===== src/rtl/mem2_load_resp_stage_pkg.sv =====
// rtl/mem2_load_resp_stage_pkg.sv - shared load types, writeback selects and MEM2 FSM states
package mem2_load_resp_stage_pkg;

    typedef enum logic [2:0] {
        LT_LB  = 3'd0,
        LT_LBU = 3'd1,
        LT_LH  = 3'd2,
        LT_LHU = 3'd3,
        LT_LW  = 3'd4,
        LT_LWL = 3'd5,
        LT_LWR = 3'd6
    } load_type_e;

    localparam logic [1:0] WB_PC8  = 2'd0;
    localparam logic [1:0] WB_ALU  = 2'd1;
    localparam logic [1:0] WB_OUTB = 2'd2;
    localparam logic [1:0] WB_LOAD = 2'd3;

    localparam logic [1:0] ST_IDLE = 2'd0;
    localparam logic [1:0] ST_WAIT = 2'd1;
    localparam logic [1:0] ST_DONE = 2'd2;

endpackage


===== src/rtl/mem2_resp_fifo.sv =====
// rtl/mem2_resp_fifo.sv - in-order dcache load-response FIFO with wrap-bit pointers
module mem2_resp_fifo #(
    parameter int DEPTH = 2,
    parameter int XLEN  = 32
) (
    input  logic            clk,
    input  logic            rst,
    input  logic            flush,
    input  logic            push,
    input  logic [XLEN-1:0] push_data,
    input  logic            pop,
    output logic            full,
    output logic            empty,
    output logic [XLEN-1:0] head
);

    localparam int AW = $clog2(DEPTH);

    logic [XLEN-1:0] mem [DEPTH];
    logic [AW:0]     wr_ptr;
    logic [AW:0]     rd_ptr;
    logic            do_push;
    logic            do_pop;

    assign empty   = (wr_ptr == rd_ptr);
    assign full    = (wr_ptr[AW] != rd_ptr[AW]) && (wr_ptr[AW-1:0] == rd_ptr[AW-1:0]);
    assign head    = mem[rd_ptr[AW-1:0]];
    assign do_push = push && !full;
    assign do_pop  = pop && !empty;

    // Pointer update; flush empties the queue regardless of push/pop
    always_ff @(posedge clk or posedge rst) begin
        if (rst) begin
            wr_ptr <= '0;
            rd_ptr <= '0;
        end else if (flush) begin
            wr_ptr <= '0;
            rd_ptr <= '0;
        end else begin
            if (do_push) wr_ptr <= wr_ptr + 1'b1;
            if (do_pop)  rd_ptr <= rd_ptr + 1'b1;
        end
    end

    // Storage array, no reset needed since empty gates every read
    always_ff @(posedge clk) begin
        if (do_push && !flush) mem[wr_ptr[AW-1:0]] <= push_data;
    end

    // Upstream issue throttling must keep the queue from overflowing
    a_no_push_full : assert property (@(posedge clk) disable iff (rst) !(push && full && !flush));

endmodule


===== src/rtl/mem2_load_resp_stage.sv =====
// rtl/mem2_load_resp_stage.sv - MEM2 pipeline stage with load-response buffer; optional MEM2_LWLR_EN merges LWL/LWR
module mem2_load_resp_stage #(
    parameter int XLEN       = 32,
    parameter int RESP_DEPTH = 2,
    parameter int MAX_OUTST  = 4
) (
    input  logic            clk,
    input  logic            rst,
    input  logic            mem2_flush,
    input  logic            mem2_wr,
    input  logic            in_valid,
    input  logic [XLEN-1:0] in_pc,
    input  logic [XLEN-1:0] in_aluout,
    input  logic [XLEN-1:0] in_outb,
    input  logic [4:0]      in_dst,
    input  logic [1:0]      in_wbsel,
    input  logic            in_regwr,
    input  logic [2:0]      in_loadtype,
    input  logic            dc_req_fire,
    input  logic            dc_rvalid,
    input  logic [XLEN-1:0] dc_rdata,
    output logic            mem2_valid,
    output logic [XLEN-1:0] mem2_pc,
    output logic [4:0]      mem2_dst,
    output logic            mem2_regwr,
    output logic [XLEN-1:0] mem2_result,
    output logic            mem2_res_rdy,
    output logic            mem2_stall_req,
    output logic            dc_req_ok
);

    import mem2_load_resp_stage_pkg::*;

    localparam int CW = $clog2(MAX_OUTST + 1);

    logic            valid_q;
    logic [XLEN-1:0] pc_q;
    logic [XLEN-1:0] aluout_q;
    logic [XLEN-1:0] outb_q;
    logic [4:0]      dst_q;
    logic [1:0]      wbsel_q;
    logic            regwr_q;
    logic [2:0]      loadtype_q;
    logic [1:0]      state_q;
    logic [XLEN-1:0] hold_q;
    logic [CW-1:0]   outst_cnt;
    logic [CW-1:0]   drop_cnt;

    logic            fifo_push;
    logic            fifo_pop;
    logic            fifo_full;
    logic            fifo_empty;
    logic [XLEN-1:0] fifo_head;

    logic            is_load;
    logic            rsp_acc;
    logic            head_avail;
    logic            consume;
    logic [XLEN-1:0] word_sel;
    logic [7:0]      byte_v;
    logic [15:0]     half_v;
    logic [XLEN-1:0] ld_data;

    // A response only belongs to a live load once all squashed loads have drained
    assign is_load    = valid_q && (wbsel_q == WB_LOAD);
    assign rsp_acc    = dc_rvalid && (drop_cnt == '0) && !mem2_flush;
    assign head_avail = !fifo_empty || rsp_acc;
    assign consume    = is_load && (state_q != ST_DONE) && head_avail && !mem2_flush;
    assign fifo_pop   = consume && !fifo_empty;
    assign fifo_push  = rsp_acc && !(consume && fifo_empty);
    assign word_sel   = (state_q == ST_DONE) ? hold_q : (fifo_empty ? dc_rdata : fifo_head);

    assign mem2_valid     = valid_q;
    assign mem2_pc        = pc_q;
    assign mem2_dst       = dst_q;
    assign mem2_regwr     = valid_q && regwr_q;
    assign mem2_res_rdy   = !is_load || (state_q == ST_DONE) || head_avail;
    assign mem2_stall_req = is_load && !mem2_res_rdy;
    assign dc_req_ok      = (outst_cnt < CW'(MAX_OUTST)) && !fifo_full;

    mem2_resp_fifo #(
        .DEPTH (RESP_DEPTH),
        .XLEN  (XLEN)
    ) u_fifo (
        .clk       (clk),
        .rst       (rst),
        .flush     (mem2_flush),
        .push      (fifo_push),
        .push_data (dc_rdata),
        .pop       (fifo_pop),
        .full      (fifo_full),
        .empty     (fifo_empty),
        .head      (fifo_head)
    );

    // MEM->MEM2 register; flush beats advance
    always_ff @(posedge clk or posedge rst) begin
        if (rst) begin
            valid_q    <= 1'b0;
            pc_q       <= '0;
            aluout_q   <= '0;
            outb_q     <= '0;
            dst_q      <= '0;
            wbsel_q    <= '0;
            regwr_q    <= 1'b0;
            loadtype_q <= '0;
        end else if (mem2_flush) begin
            valid_q <= 1'b0;
        end else if (mem2_wr) begin
            valid_q    <= in_valid;
            pc_q       <= in_pc;
            aluout_q   <= in_aluout;
            outb_q     <= in_outb;
            dst_q      <= in_dst;
            wbsel_q    <= in_wbsel;
            regwr_q    <= in_regwr;
            loadtype_q <= in_loadtype;
        end
    end

    // Loads in flight; simultaneous issue and return cancel out
    always_ff @(posedge clk or posedge rst) begin
        if (rst) begin
            outst_cnt <= '0;
        end else if (dc_req_fire && !dc_rvalid) begin
            if (outst_cnt != CW'(MAX_OUTST)) outst_cnt <= outst_cnt + 1'b1;
        end else if (!dc_req_fire && dc_rvalid && (outst_cnt != '0)) begin
            outst_cnt <= outst_cnt - 1'b1;
        end
    end

    // Responses still owed to squashed loads, including one issued during the flush
    always_ff @(posedge clk or posedge rst) begin
        if (rst) begin
            drop_cnt <= '0;
        end else if (mem2_flush) begin
            drop_cnt <= outst_cnt - CW'(dc_rvalid) + CW'(dc_req_fire);
        end else if (dc_rvalid && (drop_cnt != '0)) begin
            drop_cnt <= drop_cnt - 1'b1;
        end
    end

    // Load wait/done tracking; the consumed word is frozen in hold_q
    always_ff @(posedge clk or posedge rst) begin
        if (rst) begin
            state_q <= ST_IDLE;
            hold_q  <= '0;
        end else if (mem2_flush) begin
            state_q <= ST_IDLE;
        end else if (state_q == ST_DONE) begin
            if (mem2_wr) state_q <= ST_IDLE;
        end else if (consume) begin
            hold_q  <= word_sel;
            state_q <= mem2_wr ? ST_IDLE : ST_DONE;
        end else if (is_load && !mem2_wr) begin
            state_q <= ST_WAIT;
        end else begin
            state_q <= ST_IDLE;
        end
    end

    // Byte/halfword select and extension by load type
    always_comb begin
        byte_v = word_sel[{aluout_q[1:0], 3'b000} +: 8];
        half_v = aluout_q[1] ? word_sel[31:16] : word_sel[15:0];
        case (loadtype_q)
            LT_LB:   ld_data = {{(XLEN-8){byte_v[7]}}, byte_v};
            LT_LBU:  ld_data = {{(XLEN-8){1'b0}}, byte_v};
            LT_LH:   ld_data = {{(XLEN-16){half_v[15]}}, half_v};
            LT_LHU:  ld_data = {{(XLEN-16){1'b0}}, half_v};
            default: ld_data = word_sel;
        endcase
`ifdef MEM2_LWLR_EN
        if (loadtype_q == LT_LWL) begin
            case (aluout_q[1:0])
                2'd0:    ld_data = {word_sel[7:0],  outb_q[23:0]};
                2'd1:    ld_data = {word_sel[15:0], outb_q[15:0]};
                2'd2:    ld_data = {word_sel[23:0], outb_q[7:0]};
                default: ld_data = word_sel;
            endcase
        end else if (loadtype_q == LT_LWR) begin
            case (aluout_q[1:0])
                2'd1:    ld_data = {outb_q[31:24], word_sel[31:8]};
                2'd2:    ld_data = {outb_q[31:16], word_sel[31:16]};
                2'd3:    ld_data = {outb_q[31:8],  word_sel[31:24]};
                default: ld_data = word_sel;
            endcase
        end
`endif
    end

    // Writeback value selection
    always_comb begin
        case (wbsel_q)
            WB_PC8:  mem2_result = pc_q + XLEN'(8);
            WB_ALU:  mem2_result = aluout_q;
            WB_OUTB: mem2_result = outb_q;
            default: mem2_result = ld_data;
        endcase
    end

endmodule


===== config.mk =====
export PLATFORM = sky130hd
export DESIGN_NAME = mem2_load_resp_stage
export DESIGN_NICKNAME = d
export VERILOG_FILES = /design/src/rtl/mem2_load_resp_stage_pkg.sv /design/src/rtl/mem2_resp_fifo.sv /design/src/rtl/mem2_load_resp_stage.sv
export SDC_FILE = /design/constraint.sdc
export NUM_CORES = 1
export LEC_CHECK = 0
export ABC_AREA = 1
export ABC_CLOCK_PERIOD_IN_PS = 13900
export CAP_MARGIN = 20
export CELL_PAD_IN_SITES_DETAIL_PLACEMENT = 1
export CELL_PAD_IN_SITES_GLOBAL_PLACEMENT = 2
export CORE_ASPECT_RATIO = 0.8
export CORE_MARGIN = 2
export CORE_UTILIZATION = 30
export DETAILED_ROUTE_END_ITERATION = 16
export PLACE_DENSITY = 0.84
export SLEW_MARGIN = 30
export SYNTH_ARGS = -nofsm -noshare
export SYNTH_HDL_FRONTEND = slang
export SYNTH_SLANG_ARGS = --single-unit

===== constraint.sdc =====
create_clock -name clk -period 13.9 [get_ports clk]
set_input_delay 2.78 -clock clk [delete_from_list [all_inputs] [get_ports clk]]
set_output_delay 2.78 -clock clk [all_outputs]
set_load 0.02 [all_outputs]

==> flow_summary.yaml <==
grt:
  antenna_found_initial: 4
  grt_first_pass_wirelength_um: 66400
  grt_max_degree: 84
  grt_pass1_vias: 11161
  grt_use_total_pct: 21.2
  overflow: 0
critical_path:
  crit_path_frequent_cell: "nand2_1"
  reg2reg_slack_ns: 10.25
  worstPathCellList: "clkdlybuf4s50_1 -> inv_1 -> nand3_1 -> nand3_1 -> nand3_1 -> nand2_1 -> nand2_1 -> nand3_4 -> nand2_1 -> nand2_1 -> nand2_1 -> clkdlybuf4s50_1"
  crit_slowest_cell: "clkdlybuf4s50_1"
  slowest_delay_ns: 0.70
  worstPathRequired_ns: 11.12
  path_max_fanout: 24
  worstSetupStartpointType: "input port"
  path_class: "input port to output port"
  rr_startpoint: "u_fifo.rd_ptr[0]$_DFFE_PP0P_"
  arrival_ns: 5.14
  cp-end-kind: "output port"
  rr_endpoint: "u_fifo.rd_ptr[1]$_DFFE_PP0P_"
  reg2reg_depth: 12
logic_synthesis:
  synth_top_area_share_pct: 32.6
  synth_edf_count: 64
  synth.avg_cell_area_sq_um: 8.38
  ys_seq_area_share_pct: 49.0
  synth_flop_cell: "dfrtp_1"
  synth_area_sq_mm: 0.0117
  ys_warn_count: 0
  synth_area_leaders: "dfrtp_1 33%, edfxtp_1 16%, nand2_1 11%, mux2_2 5.9%, nand3_1 5.8%"
  async_reset_ff_share_pct: 70.4
  ys_ff_latch: 216
  syn-num-nets: 1546
  synthCells: 1393
  synth_cell_types: 45
  yosys.area.top_type: "dfrtp_1"
floorplanning:
  core_sq_mm: 0.0383
  initial_core_util_pct: 30.5
  ios: 220
  die_h_um: 180
  die_area_sq_mm: 0.0405
  rows: 64
  die-width_um: 225
clocking:
  numCtsBuffers: 26
  cts_resized: 0
  post_cts_buffers: 0
  cts.clk_slew.worst_paths_ns: 0.06
  root_buffer: "clkbuf_16"
  clk_latency_ns: 0.55
  cts_tree: "done"
  ctsHoldBuffers: 0
  cts_htree_levels: 1
  cts_max_path_buffers: 3
  cts_sinks: 216
cells_and_area:
  seq_area_sq_mm: 0.00573
  final_nets: 1733
  drive_above_1_share_pct: 10.3
  area_growth_pct: 29.6
  final_common_cell: "nand2_1"
  fillers: 4452
  mostFrequentLayoutCells: "340 x nand2_1, 219 x clkdlybuf4s50_1, 152 x dfrtp_1"
  multiInputGateArea_sq_mm: 0.00502
  finish.utilization_pct: 39.5
power_and_ir_drop:
  powerDensity_mw_per_mm2: 144
  p_leak_uw: 0.00673
  ir_worst_vdd_mv: 0.0877
  power.total_uw: 2170
min_path:
  hold_depth: 2
  hp-class: "flip-flop to flip-flop"
  hold_end: "hold_q[16]$_DFFE_PP0P_"
  min-delay-start: "hold_q[16]$_DFFE_PP0P_"
place:
  dp_hpwl_um: 31200
  io_buffers: 219
  gp_congestion: 0.865
detailed_routing:
  postRouteAntennaNets: 0
  initialDrtViolationCount: 680
  drtPass1Iterations: 8
  vias_per_cell: 5.03
  route.detailed.drc: 0
  vias: 10546
  wl_per_cell_um: 20.5
  wl_um: 43100
sta:
  setup_violations: 0
  min_period_ns: 7.92
  hold_viol_final: 0
  finalSetupTns_ns: 0
  slew-limit-headroom_pct: 37.7
  worst_pin_slew_ns: 0.933
  drv_slew: 0
  max_freq_ghz: 0.126
  skew_ns: 0.0133
  finalCritPeriodShare_pct: 57.0
  grt_setup_unrepaired: "no"
outcome:
  status: "complete, no violations"
job:
  max-cap-violations: 0
logic make-up (layout without fill, tap and decap cells):
group	after synthesis	count (layout)	share of synthesized area, %
buffers and inverters	219	426	8.04
XOR/XNOR	8	8	0.600
multiplexers	61	61	5.88
flip-flops	216	216	49.0
AND/OR/NAND/NOR	680	680	25.5
other	0	3	0
adder cells (fa/ha/maj)	7	7	0.879
AO/OA/AOI/OAI	202	202	10.0
sequential cells by signal, summed over array words and instances, names as in the netlist:
name           count
state_q            2
drop_cnt           3
mem2_dst           5
aluout_q          32
u_fifo.mem        64
mem2_valid         1
loadtype_q         3
hold_q            32
regwr_q            1
u_fifo.rd_ptr      2
outst_cnt          3
u_fifo.wr_ptr      2
wbsel_q            2
outb_q            32
mem2_pc           32
synth_stat cells, types with 4 or more instances:
cell type	instances
a21oi_1	69
a221oi_1	9
buf_1	8
buf_2	25
buf_4	4
buf_6	9
clkbuf_1	21
clkinv_1	9
dfrtp_1	152
edfxtp_1	64
ha_1	5
inv_1	137
inv_2	5
mux2_2	61
nand2_1	341
nand3_1	135
nand3_2	5
nand3b_1	18
nand4_1	8
nor2_1	134
nor3_1	10
o211ai_1	11
o211ai_2	5
o21ai_0	81
o21ai_1	6
o21ai_2	10
or2_2	11
xor2_1	5
stage by stage:
| step | instances | area [sq um] | hold slack [ns] | setup WS [ns] |
|---|---|---|---|---|
| after floorplan | 1393 | 11700 | 0.448 | 7.03 |
| after detailed placement | 2047 | 14200 | 0.470 | 5.97 |
| after CTS | 2095 | 15100 | 0.487 | 5.97 |
| after global routing | 2097 | 15100 | 0.515 | 5.81 |
| after global placement | 2047 | 14200 | 0.462 | 6.04 |
| final | 2098 | 15100 | 0.484 | 5.98 |
cell type report:
| cell class | instances | area share (%) |
|---|---|---|
| clock inverter | 7 | 0.562 |
| inverter | 152 | 3.82 |
| antenna | 3 | 0.0496 |
| sequential | 216 | 37.8 |
| clock buffer | 41 | 5.56 |
| tap | 495 | 4.09 |
| timing repair buffer | 226 | 14.9 |
| multi-input combinational | 958 | 33.2 |
per-layer routing:
| layer | track usage (%) | vias up | share of wire (%) |
|---|---|---|---|
| met5 | 0 | - | 0.028 |
| li1 | - | 4972 | - |
| met2 | 33.3 | 263 | 45 |
| met1 | 30.1 | 5266 | 48 |
| met3 | 4.53 | 43 | 5.6 |
| met4 | 4.03 | 2 | 1.5 |
power by group:
group          internal (uW)  switching, uW  total [uW]
sequential               750           76.6         826
clock                    451            283         733
combinational            250            362         613
worst max-delay path, delay by kind of cell:
kind	cells	cell delay [ns]
AND/OR/NAND/NOR	9	1.12
buffers and inverters	3	1.24
worst max-delay path by stage:
| stage | from | end | cells after the start |
|---|---|---|---|
| floorplan | rst | aluout_q[0]$_DFFE_PP0P_ | 1 |
| finish | dc_rdata[23] | mem2_result[14] | 12 |
| global route | dc_rdata[23] | mem2_result[15] | 12 |
| detailed placement | dc_rdata[23] | mem2_result[14] | 12 |
| CTS | dc_rdata[23] | mem2_result[14] | 12 |
| global placement | dc_rdata[23] | mem2_result[15] | 12 |
(Power assumes the default switching activity.)
